File: src/rtl/my_if_pkg.sv
// Shared types for the my_interface slave-side driver: command record,
// FSM state encoding and select width.
package my_if_pkg;

    localparam int MY_IF_SEL_W  = 5;
    localparam int MY_IF_HOLD_W = 4;

    typedef struct packed {
        logic [MY_IF_SEL_W-1:0]  sel;
        logic                    field0;
        logic                    field1;
        logic [MY_IF_HOLD_W-1:0] hold;
    } my_if_cmd_t;

    typedef enum logic {
        IDLE  = 1'b0,
        DRIVE = 1'b1
    } my_if_drv_state_e;

endpackage

File: src/rtl/my_if_driver_if.sv
// my_interface: select/field bundle. The driver owns the slave modport and
// produces the signals; the master modport consumes them.
interface my_interface;
    import my_if_pkg::*;

    logic [MY_IF_SEL_W-1:0] sel;
    logic                   field0;
    logic                   field1;

    modport master (input  sel, field0, field1);
    modport slave  (output sel, field0, field1);

endinterface

File: src/rtl/my_if_cmd_fifo.sv
// Command FIFO for the driver: registered occupancy, head visible
// combinationally, flush beats both push and pop.
module my_if_cmd_fifo
    import my_if_pkg::*;
#(
    parameter  int DEPTH = 4,
    localparam int PTR_W = $clog2(DEPTH),
    localparam int LVL_W = PTR_W + 1
) (
    input  logic             clk,
    input  logic             rst_n,
    input  logic             push_i,
    input  my_if_cmd_t       push_data_i,
    input  logic             pop_i,
    input  logic             flush_i,
    output my_if_cmd_t       head_o,
    output logic             full_o,
    output logic             empty_o,
    output logic [LVL_W-1:0] level_o
);

    localparam logic [LVL_W-1:0] FULL_LVL = LVL_W'(DEPTH);

    my_if_cmd_t       mem_q [DEPTH];
    logic [PTR_W-1:0] wr_ptr_q, wr_ptr_d;
    logic [PTR_W-1:0] rd_ptr_q, rd_ptr_d;
    logic [LVL_W-1:0] level_q, level_d;
    logic             push_ok;
    logic             pop_ok;

    assign full_o  = (level_q == FULL_LVL);
    assign empty_o = (level_q == '0);
    assign level_o = level_q;
    assign head_o  = mem_q[rd_ptr_q];

    assign push_ok = push_i && !full_o && !flush_i;
    assign pop_ok  = pop_i && !empty_o && !flush_i;

    always_comb begin
        wr_ptr_d = wr_ptr_q;
        rd_ptr_d = rd_ptr_q;
        level_d  = level_q;
        if (flush_i) begin
            wr_ptr_d = '0;
            rd_ptr_d = '0;
            level_d  = '0;
        end else begin
            if (push_ok) wr_ptr_d = wr_ptr_q + PTR_W'(1);
            if (pop_ok)  rd_ptr_d = rd_ptr_q + PTR_W'(1);
            // Simultaneous push and pop leaves the occupancy unchanged.
            case ({push_ok, pop_ok})
                2'b10:   level_d = level_q + LVL_W'(1);
                2'b01:   level_d = level_q - LVL_W'(1);
                default: level_d = level_q;
            endcase
        end
    end

    always_ff @(posedge clk or negedge rst_n) begin
        if (!rst_n) begin
            wr_ptr_q <= '0;
            rd_ptr_q <= '0;
            level_q  <= '0;
        end else begin
            wr_ptr_q <= wr_ptr_d;
            rd_ptr_q <= rd_ptr_d;
            level_q  <= level_d;
        end
    end

    // Storage carries data only; validity is tracked by the pointers.
    always_ff @(posedge clk) begin
        if (push_ok) begin
            mem_q[wr_ptr_q] <= push_data_i;
        end
    end

endmodule

File: src/rtl/my_if_driver.sv
// Slave-side driver for my_interface: queues select/field commands and plays
// each one onto the interface for (hold+1) clock-enabled cycles.
module my_if_driver
    import my_if_pkg::*;
#(
    parameter  int DEPTH = 4,
    localparam int LVL_W = $clog2(DEPTH) + 1
) (
    input  logic                    clk,
    input  logic                    rst_n,
    input  logic                    clk_en,
    input  logic                    flush,
    input  logic                    cmd_valid,
    output logic                    cmd_ready,
    input  logic [MY_IF_SEL_W-1:0]  cmd_sel,
    input  logic                    cmd_field0,
    input  logic                    cmd_field1,
    input  logic [MY_IF_HOLD_W-1:0] cmd_hold,
    my_interface.slave              my_if,
    output logic                    busy,
    output logic                    done,
    output logic [LVL_W-1:0]        level
);

    my_if_drv_state_e        state_q;
    logic [MY_IF_SEL_W-1:0]  sel_q;
    logic                    field0_q;
    logic                    field1_q;
    logic [MY_IF_HOLD_W-1:0] cnt_q;
    logic                    busy_q;
    logic                    done_q;

    my_if_cmd_t push_cmd;
    my_if_cmd_t head;
    logic       fifo_full;
    logic       fifo_empty;
    logic       pop;

    assign push_cmd = '{sel: cmd_sel, field0: cmd_field0, field1: cmd_field1, hold: cmd_hold};

    // A pop is a load: from IDLE, or when the active command's hold expires.
    assign pop = clk_en && !flush && !fifo_empty &&
                 ((state_q == IDLE) || (cnt_q == '0));

    my_if_cmd_fifo #(
        .DEPTH(DEPTH)
    ) u_fifo (
        .clk         (clk),
        .rst_n       (rst_n),
        .push_i      (cmd_valid),
        .push_data_i (push_cmd),
        .pop_i       (pop),
        .flush_i     (flush),
        .head_o      (head),
        .full_o      (fifo_full),
        .empty_o     (fifo_empty),
        .level_o     (level)
    );

    assign cmd_ready = !fifo_full;

    always_ff @(posedge clk or negedge rst_n) begin
        if (!rst_n) begin
            state_q  <= IDLE;
            sel_q    <= '0;
            field0_q <= 1'b0;
            field1_q <= 1'b0;
            cnt_q    <= '0;
            busy_q   <= 1'b0;
            done_q   <= 1'b0;
        end else begin
            done_q <= 1'b0;
            if (flush) begin
                state_q  <= IDLE;
                sel_q    <= '0;
                field0_q <= 1'b0;
                field1_q <= 1'b0;
                cnt_q    <= '0;
                busy_q   <= 1'b0;
            end else if (pop) begin
                state_q  <= DRIVE;
                sel_q    <= head.sel;
                field0_q <= head.field0;
                field1_q <= head.field1;
                cnt_q    <= head.hold;
                busy_q   <= 1'b1;
            end else if (clk_en) begin
                case (state_q)
                    DRIVE: begin
                        if (cnt_q != '0) begin
                            cnt_q <= cnt_q - MY_IF_HOLD_W'(1);
                        end else begin
                            // Queue drained: release the bus and flag completion.
                            state_q  <= IDLE;
                            sel_q    <= '0;
                            field0_q <= 1'b0;
                            field1_q <= 1'b0;
                            busy_q   <= 1'b0;
                            done_q   <= 1'b1;
                        end
                    end
                    default: state_q <= IDLE;
                endcase
            end
        end
    end

    assign my_if.sel    = sel_q;
    assign my_if.field0 = field0_q;
    assign my_if.field1 = field1_q;
    assign busy         = busy_q;
    assign done         = done_q;

endmodule

File: src/flat_wrapper.sv
// flat-port wrapper written by rule: the top's interface ports become plain ports
module my_if_driver_flat import my_if_pkg::*;
#(
    parameter  int DEPTH = 4,
    localparam int LVL_W = $clog2(DEPTH) + 1
)
  (clk, rst_n, clk_en, flush, cmd_valid, cmd_ready, cmd_sel, cmd_field0, cmd_field1, cmd_hold, busy, done, level, my_if_sel, my_if_field0, my_if_field1);
  my_interface my_if_i ();
  input  logic clk;
  input  logic rst_n;
  input  logic clk_en;
  input  logic flush;
  input  logic cmd_valid;
  output logic cmd_ready;
  input  logic [MY_IF_SEL_W-1:0] cmd_sel;
  input  logic cmd_field0;
  input  logic cmd_field1;
  input  logic [MY_IF_HOLD_W-1:0] cmd_hold;
  output logic busy;
  output logic done;
  output logic [LVL_W-1:0] level;
  output wire logic [$bits(my_if_i.sel)-1:0] my_if_sel;
  output wire logic [$bits(my_if_i.field0)-1:0] my_if_field0;
  output wire logic [$bits(my_if_i.field1)-1:0] my_if_field1;
  assign my_if_sel = my_if_i.sel;
  assign my_if_field0 = my_if_i.field0;
  assign my_if_field1 = my_if_i.field1;
  my_if_driver #(.DEPTH(DEPTH)) u_core (.clk(clk), .rst_n(rst_n), .clk_en(clk_en), .flush(flush), .cmd_valid(cmd_valid), .cmd_ready(cmd_ready), .cmd_sel(cmd_sel), .cmd_field0(cmd_field0), .cmd_field1(cmd_field1), .cmd_hold(cmd_hold), .my_if(my_if_i), .busy(busy), .done(done), .level(level));
endmodule
File: config.mk
export PLATFORM = sky130hd
export DESIGN_NAME = my_if_driver_flat
export DESIGN_NICKNAME = d
export VERILOG_FILES = /design/src/rtl/my_if_pkg.sv /design/src/rtl/my_if_driver_if.sv /design/src/rtl/my_if_cmd_fifo.sv /design/src/rtl/my_if_driver.sv /design/src/flat_wrapper.sv
export SDC_FILE = /design/constraint.sdc
export NUM_CORES = 1
export LEC_CHECK = 0
export ABC_AREA = 1
export CELL_PAD_IN_SITES_DETAIL_PLACEMENT = 0
export CELL_PAD_IN_SITES_GLOBAL_PLACEMENT = 1
export CORE_ASPECT_RATIO = 2
export CORE_MARGIN = 2
export CORE_UTILIZATION = 40
export CTS_BUF_LIST = sky130_fd_sc_hd__clkbuf_16
export CTS_CLUSTER_DIAMETER = 100
export DETAILED_ROUTE_END_ITERATION = 8
export PLACE_DENSITY = 0.85
export REMOVE_ABC_BUFFERS = 1
export SLEW_MARGIN = 0
export SYNTH_ARGS = -nofsm -noshare
export SYNTH_HDL_FRONTEND = slang
export SYNTH_SLANG_ARGS = --single-unit
File: constraint.sdc
create_clock -name clk -period 1.9 [get_ports clk]
set_clock_uncertainty 0.1 [all_clocks]
set_input_delay 0.285 -clock clk [delete_from_list [all_inputs] [get_ports clk]]
set_output_delay 0.285 -clock clk [all_outputs]
set_load 0.1 [all_outputs]
# Yosys cells after proc, flatten, opt, wreduce, memory -nomap -nowiden
# Memories as Yosys holds them, arrays and structs flattened.
# Cells that the tools add are included.
dict set report word_totals {
  n_memories 1
  reg_bits 21
  word_cells 80
  in_bits 16
  out_inout_bits 13
  ramBits 44
}
# memory words width rd rd_clocked_by_memory_dff wr line_no
set mem_list {}
lappend mem_list {u_core.u_fifo.mem_q 4 11 1 0 1 my_if_cmd_fifo.sv:24} ;# my_if_cmd_t mem_q [DEPTH];
dict set report classes {
  n_bitwise 1
  muxes 37
  addsub 5
  n_eq_ne 4
  n_reduce_logical 22
}
# cell n
set op_table {}
lappend op_table {{$mux W5} 5}
lappend op_table {{$mux W1} 21}
lappend op_table {{$mux W4} 5}
lappend op_table {{$reduce_bool A3 Y1} 4}
lappend op_table {{$mux W2} 4}
lappend op_table {{$logic_and A1 B1 Y1} 7}
lappend op_table {{$pmux W3 S2} 1}
lappend op_table {{$reduce_and A3 Y1} 2}
lappend op_table {{$add A2 B1 Y2 const B} 2}
lappend op_table {{$logic_not A4 Y1} 1}
lappend op_table {{$reduce_bool A2 Y1} 2}
lappend op_table {{$reduce_bool A4 Y1} 1}
lappend op_table {{$sub A4 B1 Y4 const B} 1}
lappend op_table {{$add A3 B1 Y3 const B} 1}
lappend op_table {{$eq A3 B3 Y1 const B} 1}
lappend op_table {{$logic_not A1 Y1} 3}
lappend op_table {{$logic_not A3 Y1} 1}
lappend op_table {{$mux W3} 1}
lappend op_table {{$ne A3 B3 Y1 const B} 1}
lappend op_table {{$sub A3 B1 Y3 const B} 1}
lappend op_table {{$eq A2 B1 Y1 const B} 1}
lappend op_table {{$eq A2 B2 Y1 const B} 1}
lappend op_table {{$logic_or A1 B1 Y1} 1}
lappend op_table {{$not A1 Y1} 1}

# Depth between registers and ports, before layout
dict set report logic_depth {
  ltp_word 9
  depth_mapped 14
  depth_no_buf 14
}

# Modules after synthesis
# Synthesis repeated with hierarchy kept, for this count alone.
dict set report unflattened {
  hier_cells 266
  hier_area_um2 2859.0
}
# module cells_per_inst area_per_inst_um2 instances
set by_module_without_submodules {}
lappend by_module_without_submodules {my_if_cmd_fifo 172 2112.0 1}
lappend by_module_without_submodules {my_if_driver 94 747.0 1}

# Worst setup path after synthesis
# Ideal clock, no wire load.
dict set report synth_timing {
  path_kind {register to register}
  from {register u_core.u_fifo.level_q[0], in the netlist u_core.u_fifo.level_o[0]}
  to {register u_core.u_fifo.level_q[2], in the netlist u_core.u_fifo.level_o[2]}
  period_less_slack_ns 3.416
  stages_incl_launch_ff 13
  setup_slack_ns -1.516
  arrival_ns 3.195
  setup_time_ns 0.120
  path_cell_list {dfrtp_1 > nor2_2 > nand2_1 > nand3_2 > nand3_2 > inv_1 > fa_1 > xor2_1 > nand4_1 > nand2_1 > inv_1 > nand2_1 > nand2_1}
}
dict set report synth_via {
  word_cells_on_any_way 17
  classes_between {add/sub: 2; eq/ne: 3; mux: 2; reduce/logical: 10}
}
# item line_no
set synth_rtl {}
lappend synth_rtl {{start: declaration} my_if_cmd_fifo.sv:27} ;# logic [LVL_W-1:0] level_q, level_d;
lappend synth_rtl {{start signal: assignment} my_if_cmd_fifo.sv:67} ;# level_q <= level_d;
lappend synth_rtl {{$eq A3 B3 Y1 (*)} my_if_cmd_fifo.sv:31} ;# assign full_o = (level_q == FULL_LVL);
lappend synth_rtl {{$logic_not A1 Y1 (*)} -}
lappend synth_rtl {{via cmd_ready} flat_wrapper.sv:14} ;# output logic cmd_ready;
lappend synth_rtl {{$logic_and A1 B1 Y1 (*) (2 in a row)} my_if_cmd_fifo.sv:36} ;# assign push_ok = push_i && !full_o && !flush_i;
lappend synth_rtl {{$eq A2 B1 Y1 or $eq A2 B2 Y1 (tied branches)} my_if_cmd_fifo.sv:51} ;# case ({push_ok, pop_ok})
lappend synth_rtl {{$pmux W3 S2} my_if_cmd_fifo.sv:51}
lappend synth_rtl {{$mux W3} my_if_cmd_fifo.sv:43} ;# if (flush_i) begin
# Mark *: on every way through the listed nets, which the timed path passes. The rest lies on a longest branch.
# A chain may end at the register's enable or synchronous reset.

# Worst setup path after layout
dict set report layout_timing {
  from {register u_core.u_fifo.level_q[0], in the netlist u_core.u_fifo.level_o[0]}
  to {register u_core.u_fifo.level_q[2], in the netlist u_core.u_fifo.level_o[2]}
}
dict set report layout_via {
  elab_chain_cells 9
  word_cells_on_any_way 17
  classes_between {add/sub: 2; eq/ne: 3; mux: 2; reduce/logical: 10}
}
# item line_no
set layout_lines {}
lappend layout_lines {{$logic_not A3 Y1} my_if_cmd_fifo.sv:32} ;# assign empty_o = (level_q == '0);
lappend layout_lines {{$logic_not A1 Y1} {my_if_cmd_fifo.sv:37, my_if_driver.sv:42}}
lappend layout_lines {{$logic_and A1 B1 Y1 (2 in a row)} my_if_driver.sv:42} ;# assign pop = clk_en && !flush && !fifo_empty &&
lappend layout_lines {{$logic_and A1 B1 Y1 (2 in a row)} my_if_cmd_fifo.sv:37} ;# assign pop_ok = pop_i && !empty_o && !flush_i;
lappend layout_lines {{$eq A2 B1 Y1 or $eq A2 B2 Y1 (tied branches)} my_if_cmd_fifo.sv:51}
lappend layout_lines {{$pmux W3 S2} my_if_cmd_fifo.sv:51}
lappend layout_lines {{$mux W3} my_if_cmd_fifo.sv:43}
# Parallel ways exist; a longest one is shown, timed or not.

==> impl_results.md <==
* Gr usage total at 0.157
* Post-Route WL at 5.44 mm
* Critical Path AT at 1.94 ns
* CTS Buffer Depth at 2
* Wire per inst at 12.9 um
* Post-route ant nets at 0
* Clk_lat worst skew at 0.33 ns
* Max Slew Vio Count at 0
* Critical Path End Type: flip-flop
* DRT iter0 DRCs at 79
* WS Path Type: reg2reg
* TNS Setup at 0 ns
* Worst setup SP type: flip-flop
* Synth top area cells: edfxtp_1 (47%), dfrtp_1 (19%), nand2_1 (10%)
* Worst-margin pin slew at 0.380 ns
* Total congestion overflow at 0
* Clock Root Buffer: clkbuf_16
* Post-synth top area share at 0.470
* Htree depth at 3
* Cell taking the most area after synthesis: edfxtp_1
* DP Wirelength at 3.93 mm
* Net Sw Power at 1.87 mW
* Syn Area/Cell at 10.6 um2
* Final worst-path cycle share at 0.957
* Starting density of the core at 0.408
* Setup WS pre-CTS at -0.305 ns
* YS warnings at 0
* F_max at 0.550 GHz
* Largest net degree at the start of global routing at 22
* Cell Pwr Density at 1370 nW/um2
* Row count at 43
* Placed Cells at 403
* Drt drc at 0
* Global placement routability congestion at 0.808
* # Max-Cap Violations at 0
* Reg area at 1850 um2
* PortBufs at 28
* CTS sink count at 65
* Vias after detailed routing at 1,961
* Worst r2r src: u_core.u_fifo.level_o[0]
* Final Hold Fails at 0
* Distinct cell type count after synthesis at 26
* TritonCTS Buffers at 9
* Seq pwr share at 0.348
* Synthesized area at 2810 um2
* Diodes inserted at 0
* Status: finished, final reports clean
* Drt first pass iters at 4
* Total core area at 6890 um2
* # IOs at 29
* Fraction of layout cells with a size suffix above 1 at 0.227
* Fin area at 3790 um2
* Pint at 3.31 mW
* Static Leak at 1.68 nW
* Worst Path Max Fanout at 3
* First-pass GRT wire length at 8.97 mm
* Unrepaired setup endpoints after global routing: yes
* R2r endpoint: u_core.u_fifo.level_o[2]
* Register-to-register path setup slack at 0.08 ns
* Clk pin slew, worst setup/hold paths at 0.05 ns
* Die Outline Area at 7750 um2
* Die extent in x at 63.3 um
* CTS tree: done
* Setup Viol. Count Final at 0
* Seq/Total Area, Yosys at 0.657
* Final Net Count at 348
* Fin cells at 420
* Antenna violations before repair at 0
* Die Y at 123 um
* Final Power at 5.17 mW
* Number of vias per cell at 4.67
* Sw Share at 0.361
* Worst vdd ir at 0.000647 V
* Multi-input logic area at 858 um2
* P&R area growth vs syn at 34.8%
* Setup slack after layout at 0.0824 ns
* R2R depth at 12
* Slew margin rel. at 0.747
* Clock network fraction of design power at 0.300
* Fillers at 618
* Cell count after synthesis at 265
* Vias in the first global route at 1,964
* Number of synthesized register bits at 65
* Worst Hold Class: in2async
* Critical Path RT at 2.02 ns
* Placed inst area at 3460 um2
* Tmin final at 1.82 ns
* Logic pwr share at 0.352
[worst max-delay path by stage]
stage / from / endpoint / slack, ns
final: u_core.u_fifo.level_o[0] / u_core.u_fifo.level_o[2] / 0.08
after global routing: u_core.u_fifo.level_o[0] / u_core.u_fifo.level_o[2] / -0.04
after CTS: u_core.cnt_q[0] / u_core.u_fifo.level_o[2] / 0.02
after detailed placement: flush / u_core.u_fifo.level_o[2] / -0.30
after global placement: flush / u_core.u_fifo.level_o[2] / -0.26
after floorplan: u_core.u_fifo.level_o[0] / u_core.u_fifo.level_o[2] / -1.52
[layout by cell type, fill, tap and decap left out, types with 3 or more instances in the layout]
master and count:
inv_1 22, a21oi_1 12, o21ai_0 15, buf_12 10, clkbuf_16 9, buf_4 30
nand2_2 3, clkinv_2 4, clkdlybuf4s50_1 15, dfrtp_1 20, nand2_1 74, inv_2 6
nand3_1 24, ha_1 5, edfxtp_1 44, nor2_1 16
[repair_timing]
| action | CTS | global route |
|---|---|---|
| cloned | 0 | 0 |
| endpoints found under the setup margin | 1 | 1 |
| resized for setup | 2 | 9 |
| endpoints found under the hold margin | 0 | 0 |
| pin swaps | 2 | 4 |
| hold buffers | 0 | 0 |
| buffers inserted | 0 | 1 |
[cell usage after synthesis]
| cell type | count |
|---|---|
| a21oi_1 | 12 |
| a21oi_4 | 1 |
| buf_2 | 2 |
| buf_6 | 1 |
| clkbuf_1 | 3 |
| clkinv_1 | 1 |
| dfrtp_1 | 21 |
| edfxtp_1 | 44 |
| fa_1 | 1 |
| ha_1 | 6 |
| inv_1 | 24 |
| inv_2 | 3 |
| nand2_1 | 76 |
| nand2_2 | 1 |
| nand2_4 | 1 |
| nand3_1 | 24 |
| nand3_2 | 2 |
| nand3b_1 | 1 |
| nand4_1 | 1 |
| nor2_1 | 16 |
| nor2_2 | 2 |
| nor3_1 | 1 |
| o21ai_0 | 15 |
| o21ai_1 | 2 |
| o21ai_2 | 1 |
| xor2_1 | 3 |
[cell families (layout without fill, tap and decap cells)]
family	after synthesis	in the layout	synth area share
AO/OA/AOI/OAI	31	31	0.0606
AND/OR/NAND/NOR	125	125	0.190
XOR/XNOR	3	3	0.00935
buffers and inverters	34	99	0.0490
flip-flops	65	65	0.657
adder cells (fa/ha/maj)	7	7	0.0338
[layer usage]
metal | wire [um] | global-route usage | vias up
met1 | 2040 | 0.158 | 921
met2 | 3100 | 0.290 | 30
met5 | 0 | 0 | -
met3 | 149 | 0.0357 | 11
met4 | 153 | 0.0938 | 0
li1 | - | - | 999
[metrics by stage]
stage,util,hold WS (ns)
detailed placement,0.502,0.363
global placement,0.502,0.357
global route,0.550,0.227
finish,0.550,0.201
CTS,0.545,0.206
floorplan,-,-0.111
[cell type report]
type                            count  area share
Sequential cell                    65       0.488
Timing Repair Buffer               55       0.152
Clock buffer                        9      0.0595
Clock inverter                      7      0.0165
Inverter                           28      0.0278
Tap cell                           90      0.0297
Multi-Input combinational cell    166       0.227
[critical path, stage by stage, from the launching register on]
cell     delay (ns)
dfrtp_1        0.40
nor2_4         0.07
nand2_1        0.11
nand3_2        0.09
nand3_2        0.10
inv_2          0.04
fa_2           0.36
xor2_2         0.15
nand4_1        0.10
nand2_1        0.06
inv_1          0.03
nand2_1        0.04
nand2_1        0.04
[power groups by stage]
stage	registers [mW]	clock network, mW	logic [mW]
final	1.80	1.55	1.82
after global routing	1.82	1.65	1.95
after CTS	1.79	1.59	1.81
after detailed placement	1.81	0	1.80
after global placement	1.81	0	1.77
after floorplan	2.40	0	0.495
[flip-flops by register name (all words and copies together) (netlist names), 2 cells and up]
signal	count
u_core.my_if.sel	5
u_core.u_fifo.wr_ptr_q	2
u_core.u_fifo.level_o	3
u_core.u_fifo.mem_q	44
u_core.u_fifo.rd_ptr_q	2
u_core.cnt_q	4
(Power assumes the default switching activity.)
